File: src/rtl/bsg_cgol_pkg.sv
// Shared types and defaults for the Game of Life controller.
// Holds the controller state encoding and default board/game sizes.
package bsg_cgol_pkg;

  localparam int unsigned board_width_default_lp     = 8;
  localparam int unsigned max_game_length_default_lp = 1024;

  typedef enum logic [1:0] {
    eWAIT,
    eBUSY,
    eDONE
  } bsg_cgol_state_e;

endpackage

File: src/rtl/bsg_cgol_gen_counter.sv
// Generation counter: clear_i zeroes, incr_i steps, last_o flags count==target-1.
// Ports: clk_i, reset_n_i (async low), clear_i, incr_i, target_i, count_o, last_o.
module bsg_cgol_gen_counter
  import bsg_cgol_pkg::*;
#(
  parameter int width_p = 11
) (
  input  logic               clk_i,
  input  logic               reset_n_i,
  input  logic               clear_i,
  input  logic               incr_i,
  input  logic [width_p-1:0] target_i,
  output logic [width_p-1:0] count_o,
  output logic               last_o
);

  logic [width_p-1:0] count_q, count_d;

  always_comb begin
    count_d = count_q;
    if (clear_i) begin
      count_d = '0;
    end else if (incr_i) begin
      count_d = count_q + width_p'(1);
    end
  end

  always_ff @(posedge clk_i or negedge reset_n_i) begin
    if (!reset_n_i) begin
      count_q <= '0;
    end else begin
      count_q <= count_d;
    end
  end

  assign count_o = count_q;
  // Only consulted while running, where target is never 0.
  assign last_o  = (count_q == target_i - width_p'(1));

endmodule

File: src/rtl/bsg_cgol_ctrl.sv
// Game controller: loads a board into the cell array, runs N generations,
// and returns the result. Ports: game in (data_i/frames_i/v_i/ready_o),
// cell array (en_o/update_o/update_val_o/cells_data_i), result out
// (data_o/v_o/yumi_i) and gen_count_o.
module bsg_cgol_ctrl
  import bsg_cgol_pkg::*;
#(
  parameter  int board_width_p     = board_width_default_lp,
  parameter  int max_game_length_p = max_game_length_default_lp,
  localparam int cells_lp          = board_width_p * board_width_p,
  localparam int len_width_lp      = $clog2(max_game_length_p + 1)
) (
  input  logic                    clk_i,
  input  logic                    reset_n_i,
  input  logic [cells_lp-1:0]     data_i,
  input  logic [len_width_lp-1:0] frames_i,
  input  logic                    v_i,
  output logic                    ready_o,
  output logic                    en_o,
  output logic                    update_o,
  output logic [cells_lp-1:0]     update_val_o,
  input  logic [cells_lp-1:0]     cells_data_i,
  output logic [cells_lp-1:0]     data_o,
  output logic                    v_o,
  input  logic                    yumi_i,
  output logic [len_width_lp-1:0] gen_count_o
);

  localparam logic [len_width_lp-1:0] max_len_lp =
    len_width_lp'(max_game_length_p);

  bsg_cgol_state_e         state_q, state_d;
  logic [len_width_lp-1:0] target_q, target_d;
  logic [len_width_lp-1:0] frames_clamped;
  logic                    cnt_clear, cnt_incr, cnt_last;

  assign frames_clamped = (frames_i > max_len_lp) ? max_len_lp : frames_i;

  bsg_cgol_gen_counter #(
    .width_p (len_width_lp)
  ) u_gen_counter (
    .clk_i     (clk_i),
    .reset_n_i (reset_n_i),
    .clear_i   (cnt_clear),
    .incr_i    (cnt_incr),
    .target_i  (target_q),
    .count_o   (gen_count_o),
    .last_o    (cnt_last)
  );

  always_comb begin
    state_d   = state_q;
    target_d  = target_q;
    ready_o   = 1'b0;
    en_o      = 1'b0;
    update_o  = 1'b0;
    v_o       = 1'b0;
    cnt_clear = 1'b0;
    cnt_incr  = 1'b0;
    unique case (state_q)
      eWAIT: begin
        ready_o  = 1'b1;
        // Cells load on the same edge that accepts the game.
        update_o = v_i;
        if (v_i) begin
          target_d  = frames_clamped;
          cnt_clear = 1'b1;
          state_d   = (frames_clamped == '0) ? eDONE : eBUSY;
        end
      end
      eBUSY: begin
        en_o     = 1'b1;
        cnt_incr = 1'b1;
        if (cnt_last) begin
          state_d = eDONE;
        end
      end
      eDONE: begin
        v_o = 1'b1;
        if (yumi_i) begin
          state_d = eWAIT;
        end
      end
      default: begin
        state_d = eWAIT;
      end
    endcase
  end

  always_ff @(posedge clk_i or negedge reset_n_i) begin
    if (!reset_n_i) begin
      state_q  <= eWAIT;
      target_q <= '0;
    end else begin
      state_q  <= state_d;
      target_q <= target_d;
    end
  end

  assign update_val_o = update_o ? data_i : '0;
  assign data_o       = v_o ? cells_data_i : '0;

endmodule

File: config.mk
export PLATFORM = sky130hd
export DESIGN_NAME = bsg_cgol_ctrl
export DESIGN_NICKNAME = d
export VERILOG_FILES = /design/src/rtl/bsg_cgol_pkg.sv /design/src/rtl/bsg_cgol_gen_counter.sv /design/src/rtl/bsg_cgol_ctrl.sv
export SDC_FILE = /design/constraint.sdc
export NUM_CORES = 1
export LEC_CHECK = 0
export ABC_AREA = 0
export CORE_AREA = 2 2 112 114
export DETAILED_ROUTE_END_ITERATION = 6
export DIE_AREA = 0 0 114 116
export GPL_TIMING_DRIVEN = 1
export HOLD_SLACK_MARGIN = 0.05
export SLEW_MARGIN = 20
export SYNTH_ARGS = -nofsm -noshare
export SYNTH_HDL_FRONTEND = slang
export SYNTH_SLANG_ARGS = --single-unit
File: constraint.sdc
create_clock -name clk_i -period 3 [get_ports clk_i]
set_clock_uncertainty 0.1 [all_clocks]
set_input_delay 0.6 -clock clk_i [delete_from_list [all_inputs] [get_ports clk_i]]
set_output_delay 0.6 -clock clk_i [all_outputs]
set_load 0.005 [all_outputs]
==> impl.org, run 1 <==
** Yosys
- In this run, distinct cell masters in the synthesized netlist total 48.
- Summing the areas of all xor and xnor instances in the mapped netlist gives 4.04% of the synthesized area.
- After synthesis, the mean cell area works out to about 7.6 sq um.
- Sorting the synthesized cells by how often they occur yields 68 x and3_1, 65 x and2_1, 26 x clkbuf_1, 26 x nand2_1, 24 x dfrtp_1.
- Instance count of the mapped netlist :: roughly 310
- In this run, synthesis produced a sequential element count of 24.
- Total standard cell area after synthesis :: ~2400 sq um
- The synthesized netlist devotes 10.7% of its cell area to compound gates.
- Yosys printed 0 warnings.
- Counting flops with a built-in enable in the synthesized netlist gives 0.
- Number of nets produced by synthesis :: approximately 460
- Summing the areas of all fa, ha and maj instances in the mapped netlist gives approximately 1.0% of the synthesized area.
- Of the total synthesized cell area, the portion taken by AND, OR, NAND and NOR gates is about half.
- Post-synthesis mux area share :: 1.68%
- By area the synthesized netlist is led by dfrtp_1 25%, and3_1 18%, and2_1 17%.
- Top cell type's share of synthesized area :: 25.2%
- By area, the combinational part of the netlist is dominated by simple AND/OR/NAND/NOR gates.
- The largest total area in the synthesized netlist belongs to dfrtp_1.
- Fraction of the yosys area taken by sequential cells :: about a quarter
- Most common cell in the netlist :: and3_1
- Fraction of registers with async set or reset after synthesis :: 100%
- In the synthesized netlist the dominant register cell turns out to be dfrtp_1.

** Global routing
- The first global-routing pass estimated roughly 18,000 um of wire.
- Entering global routing, the biggest net connects 67 pins.
- Global routing used between 10% and 20% of the available tracks across all layers.
- The initial antenna violation count is 0.
- Total congestion overflow :: 0
- The number of global-route vias before repair came to between 3k and 4k.

** Finish
- From synthesis to final layout, the design area changed by 130%.
- The repair_antennas step left the layout with diodes totalling 0.
- Share of cells above drive strength 1 :: 3.78%
- Final instance area :: roughly 5500 sq um
- After the last flow step, the layout net total stands at about 730.

** Power and ir drop
- Comb power frac :: a little over two fifths
- Per report_power, the sequential group accounts for around 36% of the total.
- The internal power of the cells totals between 1000 and 1500 uW.
- Reported net switching power :: approximately 520 uW
- VDD sags by at most roughly 220 uV.
- For this design the static power due to leakage is around 0.0024 uW.
- Switch share :: 33.3%
- In this run the power density over the cells is 286 nW/um^2.
- The share of total power dissipated in the clock network is about a fifth.

** Clock network
- Clock buffer count from CTS :: 3
- Count of H-tree levels built during CTS :: 1
- # hold bufs at CTS :: 0
- Clk_lat worst skew :: 0.26 ns
- Buffers from clock root to sink, at most :: 2
- CTS tree :: built
- Counting every sink on the clock net gives 24.
- Gates resized during post-CTS repair numbered 0.
- Clock root buffer :: clkbuf_16
- Once the clock tree was built, the setup fixing pass inserted 0 buffers.
- Clock-pin slew was measured on the worst setup and hold paths at around 0.060 ns.

** Timing
- Final worst setup slack :: between 0.2 and 0.25 ns
- The final max-slew violation count was 0.
- The final critical path takes up 92.8% of the cycle.
- Slew Limit Headroom :: 62.7%
- The final count of hold timing violations came to 0.
- Subtracting the final worst setup slack from the clock period gives roughly 2.8 ns.
- RSZ-0062 raised after global routing :: false
- Final setup violation count :: 0
- Across all hold checks on the routed design, the worst slack comes to 0.403 ns.
- Static timing analysis puts the maximum clock frequency at between 0.3 and 0.4 GHz.
- Final setup TNS :: 0 ns
- Slew @ Worst Pin :: 0.553 ns

** Drt
- Initial detailed-routing violation count :: 154
- Average wire per standard cell :: between 15 and 20 um
- Across all layers, the routed design uses 3,322 vias.
- Dividing the detail-routed via count by the number of cells gives ~4.6.
- The routed design has roughly 13,000 um of wire.
- The first detailed-routing pass took 4 iterations.
- Once detail routing completed, the nets flagged for antenna violations numbered 0.
- DRC violations left :: 0

** Placement
- During placement, the flow inserted port buffers numbering between 200 and 300.
- At the end of routability-driven placement, the weighted congestion stood at approximately 0.85.
- Summed over all nets, the half-perimeter wirelength after detailed placement is 11,100 um.
- Post-DP Area :: ~5400 sq um
- Prior to clock tree synthesis, the placed netlist has a worst setup slack of 0.219 ns.

** Critical path
- The worst setup path is launched from a primary input.
- Worst-path maximum fanout :: 66
- For the worst setup path, the data arrival time is ~2.1 ns.
- The setup path with the least slack is of type primary input to output port.
- The worst setup path is captured at an output port.
- Data required time of the critical path :: around 2.3 ns

** Die
- The die is between 100 and 150 um wide.
- After floorplanning, the core was sized to cover 11,900 sq um.
- The floorplan step defined a die boundary enclosing about 13,000 sq um.
- Ports :: 286
- For this configuration, the core starts out at a cell density of about 20%.
- The floorplan has 40 rows.
- Die outline height :: 116 um

** Run status
- The flow ran to the end, and the final reports show no timing, DRC or antenna violations.

** Worst hold path
- The worst hold path belongs to the class register to register.

** Run
- Number of maximum-capacitance violations :: 0
==> area by class of cell <==
cell class	count	area, sq um
fillers	1156	6420
repair buffers	293	2940
multi-input cells	255	1660
flip-flops and latches	24	601
well taps	147	184
clock buffers	4	88.8
inverters	6	22.5
==> flip-flops by register name (all words and copies together) (netlist names) <==
register and count:
state_q 2, target_q 11, u_gen_counter.count_o 11
==> final timing paths <==
kind / start / to / slack (ns) / cells after the start
worst max-delay path: v_i / update_val_o[62] / 0.22 / 4
worst min-delay path: target_q[10]$_DFFE_PN0P_ / target_q[10]$_DFFE_PN0P_ / 0.40 / 2
worst max register to register: target_q[0]$_DFFE_PN0P_ / state_q[0]$_DFFE_PN0P_ / 0.69 / 7
worst min register to register: target_q[10]$_DFFE_PN0P_ / target_q[10]$_DFFE_PN0P_ / 0.40 / 2
max in group asynchronous: reset_n_i / u_gen_counter.count_o[10]$_DFFE_PN0P_ / 1.93 / 2
min in group asynchronous: reset_n_i / target_q[1]$_DFFE_PN0P_ / 0.61 / 2
==> cell families (layout without fill, tap and decap cells) <==
| logic type | after synthesis | in the layout |
|---|---|---|
| flops | 24 | 24 |
| mux | 4 | 4 |
| fa+ha+maj | 2 | 2 |
| compound gates | 35 | 35 |
| buf+inv | 34 | 303 |
| simple gates | 203 | 203 |
| xor+xnor | 11 | 11 |
==> worst max-delay path, cell delays in order <==
cell	delay, ns
clkdlybuf4s50_1	0.51
buf_12	0.23
and3_1	0.23
clkdlybuf4s50_1	0.51
==> placed cells by master (no fill, tap or decap), types with 2 or more instances in the layout <==
| master | count |
|---|---|
| ha_1 | 2 |
| nor4b_1 | 2 |
| o21ai_0 | 13 |
| mux2i_1 | 4 |
| nor4_2 | 2 |
| nor4_1 | 2 |
| nand3b_1 | 8 |
| nor3_1 | 2 |
| inv_1 | 5 |
| nand2b_1 | 2 |
| clkdlybuf4s50_1 | 285 |
| buf_4 | 6 |
| nand4_1 | 4 |
| nand2_1 | 26 |
| nand3_1 | 7 |
| buf_12 | 2 |
| nor2_1 | 4 |
| xor2_1 | 5 |
| dfrtp_1 | 24 |
| a22o_1 | 4 |
| xnor2_1 | 6 |
| a21oi_1 | 5 |
| and3_1 | 68 |
| and2_1 | 65 |
| clkbuf_16 | 3 |
==> power by group through the flow <==
stage / logic, uW / clock network [uW] / registers [uW]
6_report: 678 / 324 / 570
5_1_grt: 738 / 340 / 584
4_1_cts: 685 / 328 / 569
3_5_place_dp: 684 / 0 / 571
3_3_place_gp: 671 / 0 / 569
2_1_floorplan: 298 / 0 / 507
==> metrics by stage <==
step                      utilization (%)  instances  total power (uW)
after floorplan                         -        313               805
after global placement               45.4        725              1240
after detailed placement             45.4        725              1250
after CTS                            46.1        729              1580
after global routing                 46.1        729              1660
final                                46.1        729              1570
==> routing by layer <==
layer	GRT usage [%]	up-vias	part of all wire, %
met1	20.8	1532	37
met3	4.18	8	7.2
met2	35.1	160	55
met5	0	-	0
met4	3.50	0	1.2
li1	-	1622	-
(Power assumes the default switching activity.)
==> run 2: changes to the inputs <==
--- a/config.mk
+++ b/config.mk
@@ -11,6 +11,7 @@
 export DIE_AREA = 0 0 114 116
 export GPL_TIMING_DRIVEN = 1
 export HOLD_SLACK_MARGIN = 0.05
+export MAX_ROUTING_LAYER = met4
 export SLEW_MARGIN = 20
 export SYNTH_ARGS = -nofsm -noshare
 export SYNTH_HDL_FRONTEND = slang
==> impl.org, run 2 (synthesized netlist as in run 1, its figures left out) <==
** Die
- The site row count is 40 (unchanged).
- Die outline height :: 116 um (unchanged)
- The starting density of the core came to 20.0% (unchanged).
- The core outline area was 11,900 sq um (unchanged).
- The die area came to 13,200 sq um (unchanged).
- Ports :: 286 (unchanged)
- Horizontal die dimension :: 114 um (unchanged)

** Global routing
- Vias in the first global route :: 3,277 (+0.061%)
- The largest net degree at the start of global routing was 67 (unchanged).
- Total global-route track usage :: 18.9% (+0.60 points)
- Initial antenna violation count :: 0 (unchanged)
- The leftover overflow at the end of global routing came to 0 (unchanged).
- Wire length of the first global-routing pass :: 18,500 um (about the same)

** Placement
- The routability-driven placement congestion ratio is 0.863 (+1.6%).
- The detailed-placement wirelength estimate came to 11,100 um (unchanged).
- Post-DP Area :: 5410 sq um (unchanged)
- Count of input and output buffers :: 285 (unchanged)

** Drt
- Routed via count :: 3,332 (+0.30%)
- The total wirelength of the detailed-routed design was 13,400 um (about the same).
- Average via count per standard cell :: 4.57 (+0.30%)
- Detail Route Antenna Nets :: 0 (unchanged)
- The first-iteration detailed-routing DRC count is 166 (+7.8%).
- Average wire per standard cell :: 18.4 um (about the same)
- DRC violations left :: 0 (unchanged)
- 1st-pass router iterations :: 4 (unchanged)

** Critical path
- Type of the worst setup path :: primary input to output port
- Max stage delay cell, worst path :: clkdlybuf4s50_1
- The endpoint identified for the worst register-to-register timing path is state_q[0]$_DFFE_PN0P_.
- The highest fanout seen on the critical path was 66 (unchanged).
- Max incr delay on CP :: 0.53 ns (+0.02 ns)
- The worst path arrival time is 2.07 ns (about the same).
- Kind of end point of the critical path :: output port
- The number of cells on the critical path came to 4 (unchanged).
- The cell family contributing the most delay on the critical path is buffers and inverters.
- Startpoint Class :: primary input
- Cell repeated most along the worst path :: clkdlybuf4s50_1
- Data required time of the critical path :: 2.30 ns (about the same)
- The total buffers and inverters traversed by the critical path is 3 (unchanged).
- Worst r2r path cells :: 7 (unchanged)
- Chain of cells forming the critical path :: clkdlybuf4s50_1 -> buf_12 -> and3_1 -> clkdlybuf4s50_1
- End point of the critical path :: update_val_o[12]
- The critical path starts at v_i.
- The setup slack of the worst register-to-register path came to 0.69 ns (about the same).
- Worst reg2reg path startpoint :: target_q[0]$_DFFE_PN0P_

** Clock network
- Register clock-pin slew on the reported worst setup and hold paths :: 0.06 ns (about the same)
- Post-CTS Setup Inserts :: 0 (unchanged)
- The total CTS buffers was 3 (unchanged).
- The total clock sinks was 24 (unchanged).
- Buffers from clock root to sink, at most :: 2 (unchanged)
- The level count of the clock H-tree was 1 (unchanged).
- The post-cts hold buffer count came to 0 (unchanged).
- TritonCTS built the clock tree.
- Clk_lat worst skew :: 0.26 ns (about the same)
- Clock root buffer :: clkbuf_16
- The count of instances resized after the clock tree is built is 0 (unchanged).

** Finish
- ANT cells :: 0 (unchanged)
- Final instance area :: 5490 sq um (unchanged)
- The number of fill cells in the layout was 1,156 (unchanged).
- The net count of the finished layout was 728 (unchanged).
- The growth of design area from synthesis to finish is 130% (unchanged).
- The library cell used most frequently in the layout, excluding fill and tap cells, is clkdlybuf4s50_1.
- The library cells used most frequently in the layout, excluding fill and tap cells, are 285 x clkdlybuf4s50_1, 68 x and3_1, 65 x and2_1.
- Share of cells above drive strength 1 :: 3.78% (unchanged)

** Power and ir drop
- Switch share :: 33.3% (about the same)
- The clock share of power is 20.6% (about the same).
- The power per cell area was 286 nW/um^2 (about the same).
- Reported net switching power :: 524 uW (about the same)
- Comb power frac :: 43.2% (about the same)
- The part of the total power dissipated in sequential elements was 36.2% (about the same).
- The worst-case vdd ir drop was 216 uV (about the same).
- Cell-internal power :: 1050 uW (about the same)
- The leakage dissipation is 0.00236 uW (unchanged).

** Timing
- RSZ-0062 raised after global routing :: false
- The share of the clock period used by the worst path after layout is 92.5% (-0.27 points).
- The post-layout minimum cycle time came to 2.77 ns (-0.00809 ns).
- The final-layout setup total negative slack came to 0 ns (unchanged).
- Final Slew Violations :: 0 (unchanged)
- The total of endpoints with negative setup slack in the final report came to 0 (unchanged).
- The achievable frequency is 0.360 GHz (+0.29%).
- The final count of hold timing violations is 0 (unchanged).
- Slew @ Worst Pin :: 0.553 ns (+0.000379 ns)
- The worst max-slew margin expressed relative to the limit was 62.7% (about the same).

** Run status
- The flow ran to the end, and the final reports show no timing, DRC or antenna violations.

** Worst hold path
- The tightest min-delay check is of the register to register type.

** Run
- The total of max-cap violations was 0 (unchanged).
## run 2: cell counts in the layout (fill, tap and decap cells not counted)
No cell type changed its count.
## run 2: worst min-delay path by stage
stage / cells past startpoint / from / end / slack (ns)
floorplan: 0 / reset_n_i / state_q[0]$_DFFE_PN0P_ / 0.20
global placement: 2 / target_q[10]$_DFFE_PN0P_ / target_q[10]$_DFFE_PN0P_ / 0.38
detailed placement: 2 / target_q[10]$_DFFE_PN0P_ / target_q[10]$_DFFE_PN0P_ / 0.40
CTS: 2 / target_q[10]$_DFFE_PN0P_ / target_q[10]$_DFFE_PN0P_ / 0.41
global route: 2 / target_q[10]$_DFFE_PN0P_ / target_q[10]$_DFFE_PN0P_ / 0.46
finish: 2 / target_q[10]$_DFFE_PN0P_ / target_q[10]$_DFFE_PN0P_ / 0.40
## run 2: power groups by stage
stage          Clock [uW]  Combinational [uW]  Sequential (uW)
2_1_floorplan           0                 298              507
3_3_place_gp            0                 671              569
3_5_place_dp            0                 684              571
4_1_cts               328                 685              569
5_1_grt               339                 738              584
6_report              324                 679              569
## run 2: worst register-to-register path, delay by kind of cell, from the launching register on
| kind | cells | cell delay, ns |
|---|---|---|
| adder cells (fa/ha/maj) | 1 | 0.21 |
| AND/OR/NAND/NOR | 2 | 0.49 |
| buffers and inverters | 1 | 0.11 |
| AO/OA/AOI/OAI | 3 | 0.82 |
| flip-flops | 1 | 0.43 |
## run 2: per-layer routing
metal | track usage, % | part of all wire, %
met5 | - | 0
met3 | 2.82 | 6.6
met1 | 21.6 | 37
met2 | 35.2 | 55
met4 | 3.50 | 1.2
## run 2: layout make-up
cell class                 count  area [sq um]  share of cell area (%)
timing repair buffer         293          2940                    53.5
multi-input combinational    255          1660                    30.2
sequential                    24           601                    10.9
tap                          147           184                    3.35
clock buffer                   4          88.8                    1.62
inverter                       6          22.5                   0.410
## run 2: per-stage QoR
stage / cells / utilization, % / worst slack [ns] / power [uW] / hold slack [ns]
after floorplan: 313 / - / 0.994 / 805 / 0.204
final: 729 / 46.1 / 0.225 / 1570 / 0.404
after global placement: 725 / 45.4 / 0.232 / 1240 / 0.380
after CTS: 729 / 46.1 / 0.220 / 1580 / 0.412
after global routing: 729 / 46.1 / 0.105 / 1660 / 0.464
after detailed placement: 725 / 45.4 / 0.219 / 1250 / 0.399
